==> src/rtl/ifetch_bus_if_pkg.sv <==
// Shared definitions for the instruction-fetch bus interface: reset level,
// bus widths, FSM state encodings and small helpers.
package ifetch_bus_if_pkg;

   localparam logic RST_ENABLE  = 1'b1;
   localparam int   INST_ADDR_W = 32;
   localparam int   INST_W      = 32;

   localparam logic [INST_W-1:0] ZERO_WORD = '0;

   typedef enum logic {
      ST_IDLE = 1'b0,
      ST_REQ  = 1'b1
   } fetch_state_t;

   // Fetch addresses are word aligned; anything else is reported downstream.
   function automatic logic is_misaligned(input logic [1:0] lsb);
      return lsb != 2'b00;
   endfunction

endpackage

==> src/rtl/ifetch_bus_if_buf.sv <==
// One-entry tagged instruction buffer: fill, invalidate, hit compare and
// data/error output muxing for the fetch interface.
module ifetch_buf
   import ifetch_bus_if_pkg::*;
#(
   parameter int ADDR_W = INST_ADDR_W,
   parameter int DATA_W = INST_W
) (
   input  logic              clk,
   input  logic              rst,
   input  logic              inval,
   input  logic              fill,
   input  logic [ADDR_W-1:0] fill_addr,
   input  logic [DATA_W-1:0] fill_data,
   input  logic              fill_err,
   input  logic [ADDR_W-1:0] pc,
   input  logic              flush,
   output logic              hit,
   output logic [DATA_W-1:0] data,
   output logic              err
);

   logic              buf_valid;
   logic [ADDR_W-1:0] buf_addr;
   logic [DATA_W-1:0] buf_data;
   logic              buf_err;

   always_ff @(posedge clk) begin
      if (rst == RST_ENABLE) begin
         buf_valid <= 1'b0;
         buf_addr  <= '0;
         buf_data  <= '0;
         buf_err   <= 1'b0;
      end else if (inval) begin
         buf_valid <= 1'b0;
      end else if (fill) begin
         buf_valid <= 1'b1;
         buf_addr  <= fill_addr;
         buf_data  <= fill_data;
         buf_err   <= fill_err;
      end
   end

   // A flush hides the entry in the same cycle it is being invalidated.
   assign hit  = buf_valid & (buf_addr == pc) & ~flush;
   assign data = hit ? buf_data : '0;
   assign err  = hit & buf_err;

endmodule

==> src/rtl/ifetch_bus_if.sv <==
// Instruction-fetch bus interface: req/ack read of the fetch address into a
// one-entry buffer, with flush handling. IFETCH_TIMEOUT_EN adds a REQ timeout.
module ifetch_bus_if
   import ifetch_bus_if_pkg::*;
#(
   parameter int ADDR_W         = INST_ADDR_W,
   parameter int DATA_W         = INST_W,
   parameter int TIMEOUT_CYCLES = 255
) (
   input  logic              clk,
   input  logic              rst,
   input  logic [ADDR_W-1:0] pc_i,
   input  logic              flush_i,
   output logic [DATA_W-1:0] pc_data_o,
   output logic              pc_ready_o,
   output logic              fetch_err_o,
   output logic              bus_req_o,
   output logic [ADDR_W-1:0] bus_addr_o,
   input  logic              bus_ack_i,
   input  logic [DATA_W-1:0] bus_data_i,
   input  logic              bus_err_i
);

   // state   | meaning
   // ST_IDLE | no bus read outstanding; buffer answers the PC stage
   // ST_REQ  | bus_req_o held at req_addr until ack (or timeout)

   fetch_state_t      state;
   logic              stale;
   logic [ADDR_W-1:0] req_addr;

   logic              hit;
   logic              misaligned;
   logic [DATA_W-1:0] hit_data;
   logic              hit_err;

   logic              ack_fill;
   logic              timeout;
   logic              fill;
   logic [DATA_W-1:0] fill_data;
   logic              fill_err;

   assign misaligned = is_misaligned(pc_i[1:0]);

`ifdef IFETCH_TIMEOUT_EN
   localparam int CNT_W = (TIMEOUT_CYCLES > 2) ? $clog2(TIMEOUT_CYCLES) : 1;

   logic [CNT_W-1:0] to_cnt;

   assign timeout = (state == ST_REQ) & ~bus_ack_i &
                    (to_cnt == CNT_W'(TIMEOUT_CYCLES - 1));
`else
   logic unused_timeout_cfg;

   assign unused_timeout_cfg = (TIMEOUT_CYCLES != 0);
   assign timeout            = 1'b0;
`endif

   // Stale or flushed completions never reach the buffer.
   assign ack_fill  = (state == ST_REQ) & bus_ack_i & ~stale & ~flush_i;
   assign fill      = ack_fill | (timeout & ~stale & ~flush_i);
   assign fill_data = ack_fill ? bus_data_i : DATA_W'(ZERO_WORD);
   assign fill_err  = ack_fill ? bus_err_i : 1'b1;

   ifetch_buf #(
      .ADDR_W (ADDR_W),
      .DATA_W (DATA_W)
   ) u_buf (
      .clk       (clk),
      .rst       (rst),
      .inval     (flush_i),
      .fill      (fill),
      .fill_addr (req_addr),
      .fill_data (fill_data),
      .fill_err  (fill_err),
      .pc        (pc_i),
      .flush     (flush_i),
      .hit       (hit),
      .data      (hit_data),
      .err       (hit_err)
   );

   always_ff @(posedge clk) begin
      if (rst == RST_ENABLE) begin
         state     <= ST_IDLE;
         bus_req_o <= 1'b0;
         req_addr  <= '0;
         stale     <= 1'b0;
`ifdef IFETCH_TIMEOUT_EN
         to_cnt    <= '0;
`endif
      end else begin
         case (state)
            ST_IDLE: begin
               if (~hit & ~misaligned & ~flush_i) begin
                  state     <= ST_REQ;
                  bus_req_o <= 1'b1;
                  req_addr  <= pc_i;
               end
            end
            ST_REQ: begin
               if (bus_ack_i | timeout) begin
                  state     <= ST_IDLE;
                  bus_req_o <= 1'b0;
                  stale     <= 1'b0;
`ifdef IFETCH_TIMEOUT_EN
                  to_cnt    <= '0;
`endif
               end else begin
                  if (flush_i) begin
                     stale <= 1'b1;
                  end
`ifdef IFETCH_TIMEOUT_EN
                  to_cnt <= to_cnt + 1'b1;
`endif
               end
            end
            default: begin
               state     <= ST_IDLE;
               bus_req_o <= 1'b0;
            end
         endcase
      end
   end

   assign bus_addr_o  = req_addr;
   assign pc_ready_o  = hit | misaligned;
   assign pc_data_o   = misaligned ? DATA_W'(ZERO_WORD) : hit_data;
   assign fetch_err_o = ~misaligned & hit_err;

endmodule
==> config.mk <==
export PLATFORM = sky130hd
export DESIGN_NAME = ifetch_bus_if
export DESIGN_NICKNAME = d
export VERILOG_FILES = /design/src/rtl/ifetch_bus_if_pkg.sv /design/src/rtl/ifetch_bus_if_buf.sv /design/src/rtl/ifetch_bus_if.sv
export SDC_FILE = /design/constraint.sdc
export NUM_CORES = 1
export LEC_CHECK = 0
export CORE_MARGIN = 3
export CORE_UTILIZATION = 49
export DETAILED_ROUTE_END_ITERATION = 12
export GPL_TIMING_DRIVEN = 1
export PLACE_DENSITY = 0.89
export SLEW_MARGIN = 20
export SYNTH_ARGS = -nofsm -noshare
export SYNTH_HDL_FRONTEND = slang
export SYNTH_HIERARCHICAL = 1
export SYNTH_SLANG_ARGS = --single-unit
==> constraint.sdc <==
create_clock -name clk -period 3.1 [get_ports clk]
set_clock_uncertainty 0.15 [all_clocks]
set_input_delay 0.62 -clock clk [delete_from_list [all_inputs] [get_ports clk]]
set_output_delay 0.62 -clock clk [all_outputs]
set_load 0.02 [all_outputs]
==> results.json <==
{
  "ff2ff_path_depth": 12,
  "synth_warnings": 6,
  "synthMostInstantiatedCell": "nand2_1",
  "max_clock_freq_ghz": 0.325,
  "clk_latency_ns": 0.36,
  "die-area_um2": 11900,
  "cts_made_buffers": 9,
  "vdd_drop_max_mv": 0.230,
  "synth_cell_types": 30,
  "timing.final.hold_violations": 0,
  "nets": 837,
  "antenna_found_initial": 1,
  "yosys.area.top_type_share": 0.389,
  "initial_core_util": 0.517,
  "first_global_vias": 4754,
  "synth_common_cells": "nand2_1 (165), dfxtp_1 (101), a21oi_1 (68), and2_1 (65), or2b_2 (35)",
  "finalPower_mw": 2.44,
  "finalSetupViolCount": 0,
  "htree_num_levels": 3,
  "worst_pin_slew_ns": 0.466,
  "root_buffer": "clkbuf_8",
  "relSlewSlack": 0.689,
  "layout_setup_ws_ns": 0.0197,
  "ant_nets": 0,
  "ff2ff_setup_slack_ns": 0.28,
  "drcViolationCount": 0,
  "synthFlopType": "dfxtp_1",
  "io_buffers": 135,
  "core_area_um2": 10000,
  "diodes": 0,
  "grt_max_degree": 53,
  "dp_hpwl_um": 9520,
  "end_kind": "output port",
  "syn_avg_cell_area_um2": 8.27,
  "crit_fanout": 8,
  "ys_seq_area_frac": 0.389,
  "min_to": "bus_req_o",
  "synth_top_area_cell": "dfxtp_1",
  "num_io_pins": 136,
  "cts_buffer_depth": 2,
  "min_period_ns": 3.08,
  "drt_first_pass_iters": 7,
  "hold_depth": 2,
  "reg2reg_from": "u_buf/buf_addr[26]",
  "grt_overflow": 0,
  "crit_required_ns": 2.33,
  "maxCapViolCount": 0,
  "wire_per_inst_um": 16.9,
  "via_per_inst": 5.33,
  "fin_crit_sh": 0.994,
  "crit_type": "input pin to output port",
  "num_rows": 36,
  "min_from": "bus_req_o",
  "synthesis.nets": 697,
  "power_density_nw_per_um2": 324,
  "drive_above_1_share": 0.287,
  "die_w_um": 109,
  "hold_class": "flop to flop",
  "outcome": "complete, no violations",
  "die_h_um": 109,
  "grt_pass1_wl_um": 22600,
  "ys_ff_latch": 101,
  "gp_congestion": 0.801,
  "leakage_nw": 2.97,
  "netlist_instances": 628,
  "synth_top_cells_by_area": "dfxtp_1 (39%), nand2_1 (12%), and2_1 (7.8%), a21oi_1 (6.6%), nor3_2 (6.2%)",
  "drt_iter0_drc": 278,
  "area_growth_pct": 45.4,
  "fin_tns_setup_ns": 0,
  "cts_hold_buf": 0,
  "cp.arrival_ns": 2.31,
  "postRouteWirelength_um": 15300,
  "grt_use_total": 0.240,
  "cts_tree": "built",
  "netlist_area_um2": 5190,
  "worstSetupStartpointType": "input pin",
  "vias": 4825,
  "synth_edf_count": 0,
  "regToRegEndpoint": "bus_addr_o[27]",
  "ys_async_sr_fraction": 0,
  "slew_viol_final": 0,
  "clkSlewWorstSetupHoldPaths_ns": 0.09,
  "place_ws_ns": -0.964,
  "cts_num_sinks": 101
}
-- per-stage QoR --
step	utilization	hold WS [ns]	cells	instance area, um^2
after detailed placement	0.679	0.297	877	6820
after global placement	0.679	0.293	877	6820
after CTS	0.726	0.311	903	7290
after global routing	0.752	0.332	906	7550
final	0.752	0.312	906	7550
after floorplan	-	0.286	628	5190
-- where the power goes --
| group | internal [mW] | switching (mW) | total (mW) |
|---|---|---|---|
| Clock | 0.391 | 0.437 | 0.827 |
| Combinational | 0.156 | 0.137 | 0.293 |
| Sequential | 1.31 | 0.0128 | 1.32 |
-- state kept, by name (all words and copies together), names as in the netlist --
register / count
u_buf/buf_data: 32
bus_req_o: 1
state: 1
u_buf/buf_addr: 32
bus_addr_o: 32
u_buf/buf_valid: 1
stale: 1
u_buf/buf_err: 1
-- cell families (layout without fill, tap and decap cells) --
family	after synthesis	after routing	share of synthesized area
AND/OR/NAND/NOR	346	346	0.380
flip-flops	101	101	0.389
AO/OA/AOI/OAI	71	71	0.0720
buffers and inverters	49	194	0.0489
XOR/XNOR	31	31	0.0523
multiplexers	30	30	0.0578
-- worst max-delay path by stage --
stage	from	end
floorplan	pc_i[13]	pc_data_o[10]
global placement	pc_i[29]	pc_data_o[5]
detailed placement	pc_i[29]	pc_data_o[5]
CTS	pc_i[6]	pc_data_o[25]
global route	pc_i[12]	pc_data_o[13]
finish	pc_i[12]	pc_data_o[13]
-- cells in the final DEF, fill, tap and decap left out, types with 2 or more instances in the layout --
cell type        count
mux2i_1             30
buf_12              11
buf_6               32
and2_4              18
xor2_1              18
nor4_4               2
nor3_2              18
clkbuf_2            18
a21oi_1             68
clkbuf_8            10
or2b_2              35
clkdlybuf4s15_1      5
dfxtp_1            101
and2_1              47
nor3_4              19
nand2b_1            27
buf_16               6
clkdlybuf4s50_1     69
buf_4               23
nor3b_1              2
nand2_1            165
nor4_2               3
dlygate4sd2_1        6
xor2_2              12
nor2_1               2
clkbuf_16            3
inv_1                3
clkinv_2             4
-- per-layer routing --
metal | global-route usage | share of wire | vias up
li1 | - | - | 2282
met1 | 0.289 | 0.39 | 2282
met2 | 0.420 | 0.51 | 213
met3 | 0.0385 | 0.067 | 46
met4 | 0.110 | 0.031 | 2
met5 | 0 | 0.00085 | -
-- area by class of cell --
class / count / area, um^2
Fill cell: 663 / 2490
Clock inverter: 5 / 50.0
Sequential cell: 101 / 2020
Clock buffer: 11 / 141
Multi-Input combinational cell: 478 / 3270
Timing Repair Buffer: 175 / 1890
Inverter: 3 / 11.3
Tap cell: 133 / 166
-- critical path: stages --
cell and delay [ns]:
buf_2 0.12, xor2_1 0.15, nor4_2 0.30, buf_4 0.16
nand4_1 0.10, buf_6 0.20, clkbuf_16 0.18, nor3_2 0.17
and2_1 0.17, buf_6 0.12
-- timing repair --
action / 4_1_cts / 5_1_grt
buffers inserted: 4 / 0
gates resized for setup: 256 / 89
pin swaps: 26 / 46
cloned: 6 / 3
setup endpoints to repair: 56 / 34
Power figures use the tool's default switching activity.
